**config.mk**
```make
export PLATFORM = sky130hd
export DESIGN_NAME = stg_wb
export DESIGN_NICKNAME = d
export VERILOG_FILES = /design/src/rtl/stg_wb.sv
export SDC_FILE = /design/constraint.sdc
export NUM_CORES = 1
export LEC_CHECK = 0
export BUFFER_PORTS_ARGS = -buffer_cell sky130_fd_sc_hd__buf_4
export CAP_MARGIN = 20
export CORE_AREA = 2 2 186 188
export DETAILED_ROUTE_END_ITERATION = 8
export DIE_AREA = 0 0 188 190
export SYNTH_ARGS = -nofsm -noshare
export SYNTH_HDL_FRONTEND = slang
export SYNTH_SLANG_ARGS = --single-unit
```
**constraint.sdc**
```tcl
create_clock -name iw_clk -period 3.78 [get_ports iw_clk]
set_input_delay 0.189 -clock iw_clk [delete_from_list [all_inputs] [get_ports iw_clk]]
set_output_delay 0.189 -clock iw_clk [all_outputs]
set_load 0.01 [all_outputs]
```
**src/rtl/stg_wb.sv**
```systemverilog
// ---------------------------------------------------------------------------
// stg_wb -- write-back stage, directly downstream of stg_mo.
//
// The stage register captures stg_mo's trace fields (pc/instr/opc), the
// GP/SR/AR targets with their enables, and the three result buses. The
// captured entry drives the GP, SR and AR register-file write ports one
// cycle after stg_mo presents it.
//
// The block also provides:
//   - a retired-instruction counter (non-bubble captures, wraps silently);
//   - a debug halt/resume FSM (RUN -> DRAIN -> HALTED -> RUN) that raises
//     ow_stall_up so that upstream holds its outputs while the stage is
//     frozen.
//
// Optional feature (define WB_FWD_EN): forwarding buses ow_fwd_{gp,sr,ar}_*
// mirror the write currently on the register-file ports, so that the EX
// stage can bypass without waiting for the register-file write.
//
// Ports:
//   iw_clk, iw_rst_n          clock, synchronous active-low reset
//   iw_pc/instr/opc           trace fields from stg_mo (OPC_NOP = bubble)
//   iw_tgt_{gp,sr,ar}[_we]    write targets and enables
//   iw_result                 GP write data
//   iw_sr_result/ar_result    SR / AR write data
//   iw_flush                  turn the next captured entry into a bubble
//   iw_halt_req, iw_resume    debug halt request (level), resume (pulse)
//   ow_{gp,sr,ar}_{we,addr,wdata}  register-file write ports
//   ow_pc/instr/opc           registered trace copies
//   ow_retired                retired-instruction count
//   ow_stall_up               upstream must hold its outputs
//   ow_halted                 FSM is in HALTED
// ---------------------------------------------------------------------------

`ifndef HBIT_ADDR
`define HBIT_ADDR 47
`endif
`ifndef HBIT_DATA
`define HBIT_DATA 23
`endif
`ifndef HBIT_OPC
`define HBIT_OPC 5
`endif
`ifndef HBIT_TGT_GP
`define HBIT_TGT_GP 3
`endif
`ifndef HBIT_TGT_SR
`define HBIT_TGT_SR 1
`endif
`ifndef HBIT_TGT_AR
`define HBIT_TGT_AR 1
`endif
`ifndef OPC_NOP
`define OPC_NOP 6'h00
`endif
`ifndef OPC_LDur
`define OPC_LDur 6'h01
`endif

module stg_wb #(
  parameter int CNT_W       = 48,
  parameter bit HALT_ON_RST = 1'b0
) (
  input  logic                    iw_clk,
  input  logic                    iw_rst_n,
  input  logic [`HBIT_ADDR:0]     iw_pc,
  input  logic [`HBIT_DATA:0]     iw_instr,
  input  logic [`HBIT_OPC:0]      iw_opc,
  input  logic [`HBIT_TGT_GP:0]   iw_tgt_gp,
  input  logic                    iw_tgt_gp_we,
  input  logic [`HBIT_TGT_SR:0]   iw_tgt_sr,
  input  logic                    iw_tgt_sr_we,
  input  logic [`HBIT_TGT_AR:0]   iw_tgt_ar,
  input  logic                    iw_tgt_ar_we,
  input  logic [`HBIT_DATA:0]     iw_result,
  input  logic [`HBIT_ADDR:0]     iw_sr_result,
  input  logic [`HBIT_ADDR:0]     iw_ar_result,
  input  logic                    iw_flush,
  input  logic                    iw_halt_req,
  input  logic                    iw_resume,
  output logic                    ow_gp_we,
  output logic [`HBIT_TGT_GP:0]   ow_gp_addr,
  output logic [`HBIT_DATA:0]     ow_gp_wdata,
  output logic                    ow_sr_we,
  output logic [`HBIT_TGT_SR:0]   ow_sr_addr,
  output logic [`HBIT_ADDR:0]     ow_sr_wdata,
  output logic                    ow_ar_we,
  output logic [`HBIT_TGT_AR:0]   ow_ar_addr,
  output logic [`HBIT_ADDR:0]     ow_ar_wdata,
  output logic [`HBIT_ADDR:0]     ow_pc,
  output logic [`HBIT_DATA:0]     ow_instr,
  output logic [`HBIT_OPC:0]      ow_opc,
  output logic [CNT_W-1:0]        ow_retired,
  output logic                    ow_stall_up,
  output logic                    ow_halted
`ifdef WB_FWD_EN
  ,
  output logic                    ow_fwd_gp_vld,
  output logic [`HBIT_TGT_GP:0]   ow_fwd_gp,
  output logic [`HBIT_DATA:0]     ow_fwd_gp_data,
  output logic                    ow_fwd_sr_vld,
  output logic [`HBIT_TGT_SR:0]   ow_fwd_sr,
  output logic [`HBIT_ADDR:0]     ow_fwd_sr_data,
  output logic                    ow_fwd_ar_vld,
  output logic [`HBIT_TGT_AR:0]   ow_fwd_ar,
  output logic [`HBIT_ADDR:0]     ow_fwd_ar_data
`endif
);

  // One stage-register entry.
  typedef struct packed {
    logic [`HBIT_ADDR:0]   pc;
    logic [`HBIT_DATA:0]   instr;
    logic [`HBIT_OPC:0]    opc;
    logic [`HBIT_TGT_GP:0] gp;
    logic                  gp_we;
    logic [`HBIT_TGT_SR:0] sr;
    logic                  sr_we;
    logic [`HBIT_TGT_AR:0] ar;
    logic                  ar_we;
    logic [`HBIT_DATA:0]   result;
    logic [`HBIT_ADDR:0]   sr_result;
    logic [`HBIT_ADDR:0]   ar_result;
  } wb_ent_t;

  // FSM encoding.
  localparam logic [1:0] S_RUN   = 2'd0;
  localparam logic [1:0] S_DRAIN = 2'd1;
  localparam logic [1:0] S_HALT  = 2'd2;
  localparam logic [1:0] S_RST   = HALT_ON_RST ? S_HALT : S_RUN;

  logic [1:0]       state_q, state_d;
  wb_ent_t          ent_q, ent_d, ent_rst;
  logic [CNT_W-1:0] retired_q;
  logic             capture;
  logic             bubble;

  // ---------------------------------------------------------------------
  // Halt/resume FSM
  // ---------------------------------------------------------------------
  always_comb begin
    state_d = state_q;
    case (state_q)
      S_RUN:   if (iw_halt_req) state_d = S_DRAIN;
      // The drain cycle lets the entry captured on the halt edge finish
      // its write; the next edge always parks the stage.
      S_DRAIN: state_d = S_HALT;
      // Halt request dominates a simultaneous resume.
      S_HALT:  if (iw_resume && !iw_halt_req) state_d = S_RUN;
      default: state_d = S_RUN;
    endcase
  end

  // Only RUN captures. The resume edge is spent in HALTED, so nothing is
  // captured on it; capture restarts on the following edge, when upstream
  // has already seen stall drop.
  assign capture = (state_q == S_RUN);

  // ---------------------------------------------------------------------
  // Next entry
  // ---------------------------------------------------------------------
  assign bubble = iw_flush || (iw_opc == `OPC_NOP);

  always_comb begin
    ent_d           = '0;
    ent_d.pc        = iw_pc;
    ent_d.instr     = iw_instr;
    ent_d.opc       = bubble ? `OPC_NOP : iw_opc;
    ent_d.gp        = iw_tgt_gp;
    ent_d.gp_we     = iw_tgt_gp_we && !bubble;
    ent_d.sr        = iw_tgt_sr;
    ent_d.sr_we     = iw_tgt_sr_we && !bubble;
    ent_d.ar        = iw_tgt_ar;
    ent_d.ar_we     = iw_tgt_ar_we && !bubble;
    ent_d.result    = iw_result;
    ent_d.sr_result = iw_sr_result;
    ent_d.ar_result = iw_ar_result;
  end

  always_comb begin
    ent_rst     = '0;
    ent_rst.opc = `OPC_NOP;
  end

  // ---------------------------------------------------------------------
  // Stage register, retire counter, FSM state
  // ---------------------------------------------------------------------
  always_ff @(posedge iw_clk) begin
    if (!iw_rst_n) begin
      state_q   <= S_RST;
      ent_q     <= ent_rst;
      retired_q <= '0;
    end else begin
      state_q <= state_d;
      if (capture) begin
        ent_q <= ent_d;
        if (!bubble) retired_q <= retired_q + CNT_W'(1);
      end else if (state_q == S_DRAIN) begin
        // Entering HALTED: drop the enables so the drained entry is not
        // written a second time, neither while parked nor right after
        // resume (the resume edge captures nothing).
        ent_q.gp_we <= 1'b0;
        ent_q.sr_we <= 1'b0;
        ent_q.ar_we <= 1'b0;
      end
    end
  end

  // ---------------------------------------------------------------------
  // Outputs: all data comes straight from the stage register
  // ---------------------------------------------------------------------
  assign ow_gp_we    = ent_q.gp_we;
  assign ow_gp_addr  = ent_q.gp;
  assign ow_gp_wdata = ent_q.result;
  assign ow_sr_we    = ent_q.sr_we;
  assign ow_sr_addr  = ent_q.sr;
  assign ow_sr_wdata = ent_q.sr_result;
  assign ow_ar_we    = ent_q.ar_we;
  assign ow_ar_addr  = ent_q.ar;
  assign ow_ar_wdata = ent_q.ar_result;
  assign ow_pc       = ent_q.pc;
  assign ow_instr    = ent_q.instr;
  assign ow_opc      = ent_q.opc;
  assign ow_retired  = retired_q;
  assign ow_stall_up = (state_q != S_RUN);
  assign ow_halted   = (state_q == S_HALT);

`ifdef WB_FWD_EN
  assign ow_fwd_gp_vld  = ent_q.gp_we;
  assign ow_fwd_gp      = ent_q.gp;
  assign ow_fwd_gp_data = ent_q.result;
  assign ow_fwd_sr_vld  = ent_q.sr_we;
  assign ow_fwd_sr      = ent_q.sr;
  assign ow_fwd_sr_data = ent_q.sr_result;
  assign ow_fwd_ar_vld  = ent_q.ar_we;
  assign ow_fwd_ar      = ent_q.ar;
  assign ow_fwd_ar_data = ent_q.ar_result;
`endif

endmodule

```
==> impl_metrics.py <==
metrics = {
    "floorplan": {
        "initial_core_util": 0.2776,
        "fp.dieW_um": 188,
        "rows": 68,
        "core_area_um2": 33950,
        "die_height_um": 190,
        "num_io_pins": 473,
        "die_area_um2": 35720,
    },
    "cts": {
        "cts_hold_buf": 218,
        "cts_tree": "done",
        "cts_buffers": 30,
        "clk_latency_ns": 0.55,
        "clock_sinks": 259,
        "htree_levels": 1,
        "postCtsSetupBuffers": 0,
        "cts_buffer_depth": 3,
        "cts_root_buf": "clkbuf_16",
        "clkTransAtPathRegs_ns": 0.06,
        "ctsResizeCount": 0,
    },
    "outcome": {
        "status": "finished clean",
    },
    "global_routing": {
        "grt_pass1_wl_um": 54070,
        "grt_max_degree": 208,
        "grt_usage": 0.1836,
        "overflow": 0,
        "grt_pass1_vias": 10160,
        "antenna_found_initial": 1,
    },
    "timing": {
        "fmax_mhz": 379.7,
        "slew_viol_final": 0,
        "timing.final.crit_share": 0.6967,
        "finalCriticalPeriod_ns": 2.633,
        "setup_ws_ns": 1.147,
        "skew_ns": 0.01228,
        "finalSetupTns_ns": 0,
        "slew_headroom": 0.1992,
        "setup_viol": 0,
        "rsz0062_at_grt": "false",
        "hold_viol_final": 0,
        "worst_slew_pin_slew_ns": 1.201,
    },
    "synthesis": {
        "synthTopCellsByArea": "dfxtp_1 55%, nand2_1 17%, a21oi_1 12%, clkbuf_1 2.9%, nand4_1 1.4%",
        "synthArstFlopShare": 0,
        "yosysMostFrequentCell": "nand2_1",
        "ys_top_cells_by_count": "426 x nand2_1, 259 x dfxtp_1, 234 x a21oi_1",
        "syn_inst": 1180,
        "yosys_warnings": 0,
        "seq_area_frac_synth": 0.5502,
        "synth_seq_cells": 259,
        "syn_area_per_cell_um2": 7.986,
        "synth_ff_type": "dfxtp_1",
        "synth-edff-count": 0,
        "syn_area_um2": 9424,
        "synth_cell_types": 40,
        "syn_nets": 1395,
        "synth_top_cell_by_area": "dfxtp_1",
        "synthDominantCellAreaShare": 0.5502,
    },
    "power_and_ir_drop": {
        "vdd_ir_drop_max_v": 0.0004257,
        "p_leak_nw": 7.323,
        "p_per_area_nw_per_um2": 433.1,
    },
    "setup_path": {
        "critPathLaunchType": "register",
        "crit_type": "reg2reg",
        "crit_slowest_cell": "or4_1",
        "worstPathMaxFanout": 28,
        "crit_path_end_kind": "register",
        "crit_chain": "nand4_1 -> nor3_1 -> buf_4 -> nand3_1 -> or4_1 -> a21oi_1",
        "cp_slowest_stage_delay_ns": 0.72,
        "worst_ep_arrival_time_ns": 3.10,
        "critical_path.top_delay_family": "simple AND/OR/NAND/NOR gates",
        "crit_buf_inv": 1,
        "critPathRequiredTime_ns": 4.25,
    },
    "cells_and_area": {
        "area_growth_pct": 75.80,
        "layout-drive-gt1-share": 0.2900,
        "fillCellCount": 3084,
        "nets": 2046,
    },
    "detailed_routing": {
        "vias_per_cell": 4.559,
        "drc_errors": 0,
        "wl_per_cell_um": 15.25,
        "dr.pass1.iters": 5,
        "via_count": 10520,
        "route.antenna.remaining_nets": 0,
        "wl_um": 35200,
        "drt_iter0_markers": 437,
    },
    "place": {
        "gp_congestion": 0.7992,
        "place_ws_ns": 1.102,
        "port_buffers": 472,
        "dp.final_hpwl_um": 22260,
    },
    "hold_path": {
        "hold_path_class": "in2reg",
    },
    "job": {
        "cap_violations": 0,
    },
}
## cell type report
cell class,instances,area [um2],area share
Timing Repair Buffer,698,5856,0.3534
Clock inverter,7,91.34,0.005513
Clock buffer,46,912.1,0.05506
Tap cell,455,569.3,0.03436
Inverter,7,36.28,0.002190
Sequential cell,259,5185,0.3130
Antenna cell,1,2.502,0.0001510
Multi-Input combinational cell,835,3915,0.2363
## worst paths after layout
path / startpoint / end / slack, ns / cells past startpoint
hold / removal: iw_resume / state_q[1]$_SDFFE_PN0P_ / 0.04 / 4
hold reg to reg: ow_opc[4]$_SDFFE_PN0N_ / ow_opc[4]$_SDFFE_PN0N_ / 0.45 / 2
setup reg to reg: ow_retired[5]$_SDFFE_PN0P_ / ow_retired[45]$_SDFFE_PN0P_ / 1.15 / 6
setup / recovery: ow_retired[5]$_SDFFE_PN0P_ / ow_retired[45]$_SDFFE_PN0P_ / 1.15 / 6
## kinds of logic (layout without fill, tap and decap cells)
family | Yosys count | in the layout | synth area share
AND/OR/NAND/NOR | 546 | 546 | 0.2456
AO/OA/AOI/OAI | 268 | 268 | 0.1490
flip-flops | 259 | 259 | 0.5502
buffers and inverters | 86 | 758 | 0.03518
XOR/XNOR | 19 | 19 | 0.01766
adder cells (fa/ha/maj) | 1 | 1 | 0.001327
multiplexers | 1 | 1 | 0.001062
other | 0 | 1 | 0
## per-layer routing
layer | track usage | up-vias | routed length [um]
met5 | 0 | - | 0
met3 | 0.03689 | 104 | 2065
li1 | - | 5213 | -
met1 | 0.2212 | 4833 | 14170
met2 | 0.3154 | 372 | 17350
met4 | 0.08480 | 0 | 1608
## state kept, by name, indices dropped and copies added, names as in the netlist
signal / count
ow_retired: 48
ow_sr_we: 1
ow_sr_wdata: 48
ow_pc: 48
ow_gp_we: 1
ow_ar_addr: 2
ow_opc: 6
ow_gp_addr: 4
ow_ar_wdata: 48
ow_ar_we: 1
ow_instr: 24
state_q: 2
ow_gp_wdata: 24
ow_sr_addr: 2
## cell usage in the layout (no fill, tap or decap), types with 2 or more instances in the layout
cell type      synthesis  layout
or3_1                 19      19
nand2b_1               2       2
xnor2_1                5       5
clkbuf_8               0       8
inv_6                  0       2
nand3_1               17      17
xor2_1                14      14
nand3b_1               7       7
nor3_1                 5       5
nand4_1               21      21
dfxtp_1              259     259
or4_1                  5       5
o21ai_1                4       4
a22oi_1                3       3
nand3_2                2       2
and3_1                 3       3
dlygate4sd3_1          0     218
o21a_1                 2       2
a21oi_1              234     234
clkinv_2               0       4
nand2_1              426     426
bufinv_16              0       2
and2_1                 2       2
buf_12                 0       4
and4_1                 2       2
nor2_1                27      26
clkbuf_16              0      31
buf_4                  0     475
inv_1                  6       5
clkbuf_1              72       7
o21ai_0               18      18
o31ai_1                5       5
## report_power, final
part / leakage (nW) / switching [mW] / total (mW) / internal (mW)
Clock: 0.498 / 1.15 / 2.94 / 1.78
Sequential: 2.14 / 0.0996 / 3.01 / 2.91
Combinational: 4.69 / 0.593 / 1.23 / 0.634
## worst reg2reg max path, delay by kind of cell, from the launching register on
kind                   cells  cell delay, ns
AO/OA/AOI/OAI              1            0.14
buffers and inverters      1            0.21
flip-flops                 1            0.44
AND/OR/NAND/NOR            4            1.77
## metrics by stage
stage | power [mW] | utilization | std cells | hold slack [ns] | instance area (um2)
after floorplan | 3.506 | - | 1180 | 0.3067 | 9424
after global placement | 4.082 | 0.3933 | 2035 | 0.4220 | 13350
after detailed placement | 4.101 | 0.3933 | 2035 | 0.4405 | 13350
after CTS | 7.271 | 0.4871 | 2306 | 0.006551 | 16540
after global routing | 7.494 | 0.4880 | 2308 | 0.06514 | 16570
final | 7.175 | 0.4880 | 2308 | 0.04237 | 16570
Note: power is estimated with default switching activity, not from simulation.
